File: src/rtl/aurora_rst_pkg.sv
// Shared definitions for the Aurora link reset sequencer: state encoding and
// the width helper used to size its counters.
package aurora_rst_pkg;

    localparam int STATE_W = 3;

    typedef enum logic [STATE_W-1:0] {
        S_GT_RST    = 3'd0,
        S_WAIT_LOCK = 3'd1,
        S_CORE_RST  = 3'd2,
        S_WAIT_LINK = 3'd3,
        S_UP        = 3'd4,
        S_FAULT     = 3'd5
    } state_t;

    // Bits needed to hold 0..value-1; never less than one bit.
    function automatic int clog2(input int value);
        int width;
        width = 1;
        while ((1 << width) < value) width++;
        return width;
    endfunction

endpackage

File: src/rtl/sync_2ff.sv
// Single-bit two-flop synchronizer for asynchronous status inputs.
module sync_2ff (
    input  logic clk,
    input  logic rst,
    input  logic d,
    output logic q
);

    logic meta;

    // NOTE: non-blocking assignments make meta and q a true two-stage shift;
    // blocking ones would collapse the chain into a single flop.
    always_ff @(posedge clk) begin
        if (rst) begin
            meta <= 1'b0;
            q    <= 1'b0;
        end else begin
            meta <= d;
            q    <= meta;
        end
    end

endmodule

File: src/rtl/aurora_reset_sequencer.sv
// Supervised bring-up of one Aurora link: GT reset, PLL lock, core reset,
// stable channel_up, with bounded retries before a sticky fault.
module aurora_reset_sequencer
    import aurora_rst_pkg::*;
#(
    parameter int GT_RST_CYCLES   = 16,
    parameter int CORE_RST_CYCLES = 16,
    parameter int LOCK_TIMEOUT    = 1024,
    parameter int LINK_TIMEOUT    = 65535,
    parameter int UP_STABLE       = 64,
    parameter int MAX_RETRY       = 7
) (
    input  logic               clk,
    input  logic               rst,
    input  logic               pll_lock,
    input  logic               channel_up,
    output logic               gt_reset,
    output logic               core_reset,
    output logic               link_ready,
    output logic               fault,
    output logic [3:0]         retry_count,
    output logic [STATE_W-1:0] state
);

    localparam int MAX_A     = (GT_RST_CYCLES > CORE_RST_CYCLES) ? GT_RST_CYCLES : CORE_RST_CYCLES;
    localparam int MAX_B     = (LOCK_TIMEOUT > LINK_TIMEOUT) ? LOCK_TIMEOUT : LINK_TIMEOUT;
    localparam int MAX_DWELL = (MAX_A > MAX_B) ? MAX_A : MAX_B;
    localparam int CNT_W     = clog2(MAX_DWELL);
    localparam int STB_W     = clog2(UP_STABLE);

    localparam logic [CNT_W-1:0] GT_LAST   = CNT_W'(GT_RST_CYCLES - 1);
    localparam logic [CNT_W-1:0] CORE_LAST = CNT_W'(CORE_RST_CYCLES - 1);
    localparam logic [CNT_W-1:0] LOCK_LAST = CNT_W'(LOCK_TIMEOUT - 1);
    localparam logic [CNT_W-1:0] LINK_LAST = CNT_W'(LINK_TIMEOUT - 1);
    localparam logic [STB_W-1:0] STB_LAST  = STB_W'(UP_STABLE - 1);
    localparam logic [3:0]       RETRY_MAX = 4'(MAX_RETRY);

    logic             lock_s;
    logic             up_s;
    state_t           state_q;
    state_t           state_d;
    logic [CNT_W-1:0] cnt_q;
    logic [STB_W-1:0] stb_q;
    logic [3:0]       retry_d;
    logic             timeout;
    logic             counting;
    logic             gt_reset_d;
    logic             core_reset_d;
    logic             link_ready_d;
    logic             fault_d;

    sync_2ff u_sync_lock (
        .clk (clk),
        .rst (rst),
        .d   (pll_lock),
        .q   (lock_s)
    );

    sync_2ff u_sync_up (
        .clk (clk),
        .rst (rst),
        .d   (channel_up),
        .q   (up_s)
    );

    // NOTE: every signal gets its default before the case so that no path
    // through this block leaves a value unassigned and infers a latch.
    always_comb begin
        state_d = state_q;
        retry_d = retry_count;
        timeout = 1'b0;

        case (state_q)
            S_GT_RST: begin
                if (cnt_q == GT_LAST) state_d = S_WAIT_LOCK;
            end
            S_WAIT_LOCK: begin
                if (lock_s)                  state_d = S_CORE_RST;
                else if (cnt_q == LOCK_LAST) timeout = 1'b1;
            end
            S_CORE_RST: begin
                if (!lock_s)                 timeout = 1'b1;
                else if (cnt_q == CORE_LAST) state_d = S_WAIT_LINK;
            end
            S_WAIT_LINK: begin
                if (!lock_s)                        timeout = 1'b1;
                else if (up_s && stb_q == STB_LAST) state_d = S_UP;
                else if (cnt_q == LINK_LAST)        timeout = 1'b1;
            end
            S_UP: begin
                if (!up_s || !lock_s) state_d = S_GT_RST;
            end
            S_FAULT: ;
            default: state_d = S_GT_RST;
        endcase

        // Timeouts and lock losses share one retry budget; link loss from S_UP does not.
        if (timeout) begin
            if (retry_count == RETRY_MAX) begin
                state_d = S_FAULT;
            end else begin
                retry_d = retry_count + 4'd1;
                state_d = S_GT_RST;
            end
        end

        if (state_d == S_UP && state_q != S_UP) retry_d = 4'd0;

        gt_reset_d   = (state_d == S_GT_RST) || (state_d == S_FAULT);
        core_reset_d = state_d inside {S_GT_RST, S_WAIT_LOCK, S_CORE_RST, S_FAULT};
        link_ready_d = (state_d == S_UP);
        fault_d      = (state_d == S_FAULT);
    end

    assign counting = state_q inside {S_GT_RST, S_WAIT_LOCK, S_CORE_RST, S_WAIT_LINK};

    always_ff @(posedge clk) begin
        if (rst) begin
            state_q     <= S_GT_RST;
            cnt_q       <= '0;
            stb_q       <= '0;
            retry_count <= 4'd0;
            gt_reset    <= 1'b1;
            core_reset  <= 1'b1;
            link_ready  <= 1'b0;
            fault       <= 1'b0;
        end else begin
            state_q     <= state_d;
            retry_count <= retry_d;
            gt_reset    <= gt_reset_d;
            core_reset  <= core_reset_d;
            link_ready  <= link_ready_d;
            fault       <= fault_d;

            if (state_d != state_q || !counting) cnt_q <= '0;
            else                                 cnt_q <= cnt_q + 1'b1;

            if (state_d != state_q || state_q != S_WAIT_LINK || !up_s) stb_q <= '0;
            else                                                       stb_q <= stb_q + 1'b1;
        end
    end

    assign state = state_q;

endmodule
File: config.mk
export PLATFORM = sky130hd
export DESIGN_NAME = aurora_reset_sequencer
export DESIGN_NICKNAME = d
export VERILOG_FILES = /design/src/rtl/aurora_rst_pkg.sv /design/src/rtl/sync_2ff.sv /design/src/rtl/aurora_reset_sequencer.sv
export SDC_FILE = /design/constraint.sdc
export NUM_CORES = 1
export LEC_CHECK = 0
export BUFFER_PORTS_ARGS = -buffer_cell sky130_fd_sc_hd__buf_2
export CORE_MARGIN = 1.5
export CORE_UTILIZATION = 62
export CTS_CLUSTER_DIAMETER = 100
export DETAILED_ROUTE_END_ITERATION = 10
export PLACE_DENSITY_LB_ADDON = 0.25
export SLEW_MARGIN = 30
export SYNTH_ARGS = -nofsm -noshare
export SYNTH_HDL_FRONTEND = slang
export SYNTH_SLANG_ARGS = --single-unit
File: constraint.sdc
create_clock -name clk -period 5.3 [get_ports clk]
set_input_delay 0.795 -clock clk [delete_from_list [all_inputs] [get_ports clk]]
set_output_delay 0.795 -clock clk [all_outputs]
set_load 0.02 [all_outputs]
* Yosys cells after proc, flatten, opt, wreduce, memory -nomap -nowiden
Cells that the tools add are included.
Storage, ports and cells: output and inout bits 11, logic and storage cells 68, register bits 37, input bits 4
Operators by class: reduce and logical (&&, ||, !) cells 18, equal/unequal tests 17, mux-type cells 17, bitwise logic cells 1, add/sub/neg operators 3
Operators with widths (count):
- two-way mux 3 bit | 9
- one-hot mux 3 bit (6 select lines) | 1
- adder 16 x 1 -> 16 bit (second input constant) | 1
- equality test 16 x 10 -> 1 bit (second input constant) | 1
- equality test 16 bit (second input constant) | 1
- equality test 16 x 4 -> 1 bit (second input constant) | 1
- equality test 3 bit (second input constant) | 4
- equality test 3 x 2 -> 1 bit (second input constant) | 3
- nonzero test 4 bit | 2
- adder 6 x 1 -> 6 bit (second input constant) | 1
- equality test 3 x 1 -> 1 bit (second input constant) | 2
- equality test 6 bit (second input constant) | 1
- logical NOT 3 bit | 2
- two-way mux 1 bit | 6
- OR reduction 2 bit | 3
- logical OR 1 bit | 5
- adder 4 x 1 -> 4 bit (second input constant) | 1
- equality test 4 x 3 -> 1 bit (second input constant) | 1
- logical NOT 1 bit | 3
- != test 3 x 2 -> 1 bit (second input constant) | 1
- != test 3 bit | 1
- != test 3 bit (second input constant) | 1
- one-hot mux 1 bit (3 select lines) | 1
- logical AND 1 bit | 2
- other kinds (2) | 2

* Logic depth before layout (Yosys ltp)
depth in word-level cells 10, mapped depth 9, gate-level depth less buffers 8

* Modules after synthesis
Synthesis repeated with hierarchy kept, for this count alone.
Second synthesis, totals: cells, all modules 191, area, all modules 1749.2 um^2
By module, submodules not included:
- aurora_reset_sequencer | times used 1, cells an instance 183, area each 1644.1 um^2
- sync_2ff | times used 2, cells an instance 4, area each 52.6 um^2

* Least setup slack after synthesis
No wires, ideal clock.
path type register -> register, start point register state_q[0] (netlist: state[0]), end point register cnt_q[10], period minus slack after synthesis 2.155 ns, path slack 3.145 ns, data required time 5.167 ns, stages on the path, launching flop included 9, arrival 2.022 ns, cells stage by stage dfxtp_1 -> buf_2 -> or3b_2 -> nor4_1 -> a22o_2 -> o21bai_1 -> nand3_1 -> buf_4 -> nor4_1
Between the ends: cells in the longest elaborated chain, start to end 7, elaborated cells between the ends (all ways) 21
RTL lines:
- from (decl) | RTL line aurora_reset_sequencer.sv:40 | state_t state_q;
- from (signal assigned) | RTL line aurora_reset_sequencer.sv:128 | state_q <= state_d;
- two-way mux 3 bit, on equally long branches | RTL line aurora_reset_sequencer.sv:87, aurora_reset_sequencer.sv:83
- two-way mux 3 bit, on equally long branches | RTL line aurora_reset_sequencer.sv:86, aurora_reset_sequencer.sv:82
- one-hot mux 3 bit (6 select lines) | RTL line aurora_reset_sequencer.sv:73 | case (state_q)
- two-way mux 3 bit | RTL line aurora_reset_sequencer.sv:98 | if (timeout) begin
- != test 3 bit | RTL line aurora_reset_sequencer.sv:135 | if (state_d != state_q || !counting) cnt_q <= '0;
- logical OR 1 bit * | RTL line aurora_reset_sequencer.sv:135
- OR reduction 2 bit (no source line) *
- to (signal assigned) | RTL line aurora_reset_sequencer.sv:136 | else cnt_q <= cnt_q + 1'b1;
- to (decl) | RTL line aurora_reset_sequencer.sv:42 | logic [CNT_W-1:0] cnt_q;
Mark *: on every way between the ends. The rest lies on a longest branch, timed or not. A chain may end at the register's enable or synchronous reset.

* Worst setup path in the final report
start point register state_q[2] (netlist: state[2]), end point register cnt_q[5]
The elaborated chain is that of the path after synthesis.

==> metrics.md <==
| Metric | Value |
|---|---|
| Status | `finished clean` |
| I/O Pins | `15` |
| Slew margin rel. | `42.9%` |
| Max-cap violations | `0` |
| Reg2Reg Depth | `6` |
| Leak | `0.716 nW` |
| Vias in the first global route | `1403` |
| Share of layout cells above drive strength 1 | `13.8%` |
| Number of synthesized register bits | `37` |
| Main synth FF type | `dfxtp_1` |
| Peak VDD IR | `0.000328 V` |
| Most frequent cells after synthesis | `dfxtp_1, nor3_1, nand3_1, nor2_1` |
| Core ar. | `2540 um2` |
| CTS tree | `yes` |
| Critical Path AT | `about 3.4 ns` |
| R2r setup slk | `2.14 ns` |
| Root Driver | `clkbuf_4` |
| WP data required | `5.53 ns` |
| Routed wire length | `3450 um` |
| Num CTS Buffers | `5` |
| Post-DR vias/cell | `6.10` |
| Fmax | `317 MHz` |
| Final hold slack | `0.457 ns` |
| Async SR Flop Fraction | `0%` |
| CP Cell Sequence | `nand3b_1 > a211oi_1 > a22o_2 > o21bai_1 > nand3_1 > nor4_1` |
| Final HPWL DP | `2380 um` |
| Yosys top cell area share | `a little over two fifths` |
| Final period util | `59.6%` |
| CTS resizes | `0` |
| Synth area leaders | `dfxtp_1, nor3_1, xor2_1, xnor2_1, nor4_1` |
| Most instantiated library cell after synthesis | `dfxtp_1` |
| Min Tclk post-route | `between 3 and 4 ns` |
| Final setup fails | `0` |
| Final GP Congestion | `0.880` |
| Routed vias | `1422` |
| Die area | `around 3100 um2` |
| Grt total ovfl | `0` |
| GRT Resource Usage Total | `about 24%` |
| First-pass GRT wire length | `5990 um` |
| Seq/Total Area, Yosys | `43.2%` |
| Netlist cell types | `40` |
| CP Depth | `6` |
| Slew Viols, Final | `0` |
| Worst Path Max Fanout | `27` |
| # DRC | `0` |
| Area Overhead vs Synth | `9.86%` |
| Hold Path Cell Cnt | `1` |
| Die height | `approximately 56 um` |
| Clock sinks | `37` |
| WP buf/inv | `0` |
| H-tree depth | `2` |
| Cts hold-fix bufs | `0` |
| Net Count, Synth | `197` |
| Synth area leader | `dfxtp_1` |
| Diodes inserted | `0` |
| Drt first pass iters | `4` |
| Clock Path Buffers | `2` |
| Clock slew at reported path FFs | `0.11 ns` |
| Initial antenna violation count | `0` |
| WL per Instance | `14.8 um` |
| Post-Syn Area | `around 1700 um2` |
| Delay of the slowest critical-path stage | `0.90 ns` |
| Largest net degree at the start of global routing | `28` |
| Routed Antenna Nets | `0` |
| Post-CTS setup repair buffer count | `0` |
| Clk_skew | `about 0.0059 ns` |
| Total negative slack | `0 ns` |
| Critical Path End Type | `register` |
| Number of synthesized flops with an enable pin | `0` |
| Port Buffers | `14` |
| Avg Cell Area, Syn | `between 9 and 10 um2` |
| Crit Path Class | `register to register` |
| Setup crit start kind | `register` |
| Ys Warns | `0` |
| Unrepaired setup endpoints after global routing | `no` |
| PwrDens | `316 nW/um2` |
| Num rows | `18` |
| Hold Crit Class | `register to register` |
| Latest clock arrival within the worst-skew pair | `0.35 ns` |
| Delay-heaviest family, CP | `simple AND/OR/NAND/NOR gates` |
| Slowest stage cell, crit path | `dfxtp_1` |
| DR iter-0 viols | `54` |
| Count of final hold-check violations | `0` |
| Worst Tran Pin Value | `between 0.8 and 0.9 ns` |
| Cells after synthesis | `189` |
| Initial core utilization | `67.3%` |
| Nets | `210` |
| DIE WIDTH | `55.6 um` |
[cell usage in the layout (no fill, tap or decap), types with 7 or more instances in the layout]
cell type  synthesis  routed
nand2_1           11      11
xor2_1            11      11
buf_2              3      14
a21oi_1            7       7
nor3_1            20      20
dfxtp_1           37      37
nor2_1            12      12
nor4_1            11      11
xnor2_1            9       9
nand3_1           12      12
[report_power, final]
part	total (mW)	switching, mW	internal (mW)
combinational	0.0442	0.0231	0.0211
clock	0.241	0.0949	0.146
sequential	0.309	0.0155	0.294
total	0.595	0.134	0.461
[layer usage]
| metal | share of wire, % | wire length [um] | up-vias | GRT usage, % |
|---|---|---|---|---|
| met5 | 0 | 0 | - | 0 |
| met4 | 1.4 | 48 | 0 | 11.1 |
| met3 | 3.8 | 131 | 6 | 4.92 |
| met2 | 49 | 1680 | 38 | 40.6 |
| met1 | 46 | 1590 | 674 | 30.3 |
| li1 | - | - | 704 | - |
[layout make-up]
| cell class | count | area [um2] |
|---|---|---|
| Fill cell | 199 | 663 |
| Tap cell | 30 | 37.5 |
| Timing Repair Buffer | 14 | 70.1 |
| Clock buffer | 5 | 37.5 |
| Multi-Input combinational cell | 138 | 908 |
| Sequential cell | 37 | 741 |
| Clock inverter | 3 | 65.1 |
| Inverter | 6 | 22.5 |
[worst paths after layout]
kind	endpoint	startpoint
worst max-delay path	cnt_q[5]	state[2]
worst min-delay path	u_sync_lock.q	u_sync_lock.meta
worst max register to register	cnt_q[5]	state[2]
worst min register to register	u_sync_lock.q	u_sync_lock.meta
[kinds of logic (layout without fill, tap and decap cells)]
family | count (synthesis) | in the layout | synth area share, %
simple gates | 90 | 90 | 28.5
flops | 37 | 37 | 43.2
xor+xnor | 21 | 21 | 11.2
compound gates | 20 | 20 | 8.69
buf+inv | 14 | 28 | 3.72
fa+ha+maj | 4 | 4 | 2.92
mux | 3 | 3 | 1.75
[per-stage QoR]
stage / utilization [%] / setup WS (ns) / instances / power (mW) / cell area (um2)
global route: 73.9 / 1.85 / 233 / 0.614 / 1880
floorplan: - / 3.15 / 189 / 0.350 / 1710
CTS: 73.9 / 2.20 / 233 / 0.596 / 1880
detailed placement: 69.9 / 2.30 / 225 / 0.359 / 1780
global placement: 69.9 / 2.43 / 225 / 0.356 / 1780
finish: 73.9 / 2.14 / 233 / 0.595 / 1880
[state kept, by name, indices dropped and copies added, names as in the netlist]
signal	cells
state	3
core_reset	1
stb_q	6
u_sync_up.q	1
gt_reset	1
u_sync_lock.meta	1
retry_count	4
u_sync_up.meta	1
u_sync_lock.q	1
fault	1
link_ready	1
cnt_q	16
[worst reg2reg max path, stage by stage (launching register included)]
cell,delay (ns)
dfxtp_1,0.90
nand3b_1,0.23
a211oi_1,0.07
a22o_2,0.34
o21bai_1,0.31
nand3_1,0.66
nor4_1,0.54
(Power assumes the default switching activity.)
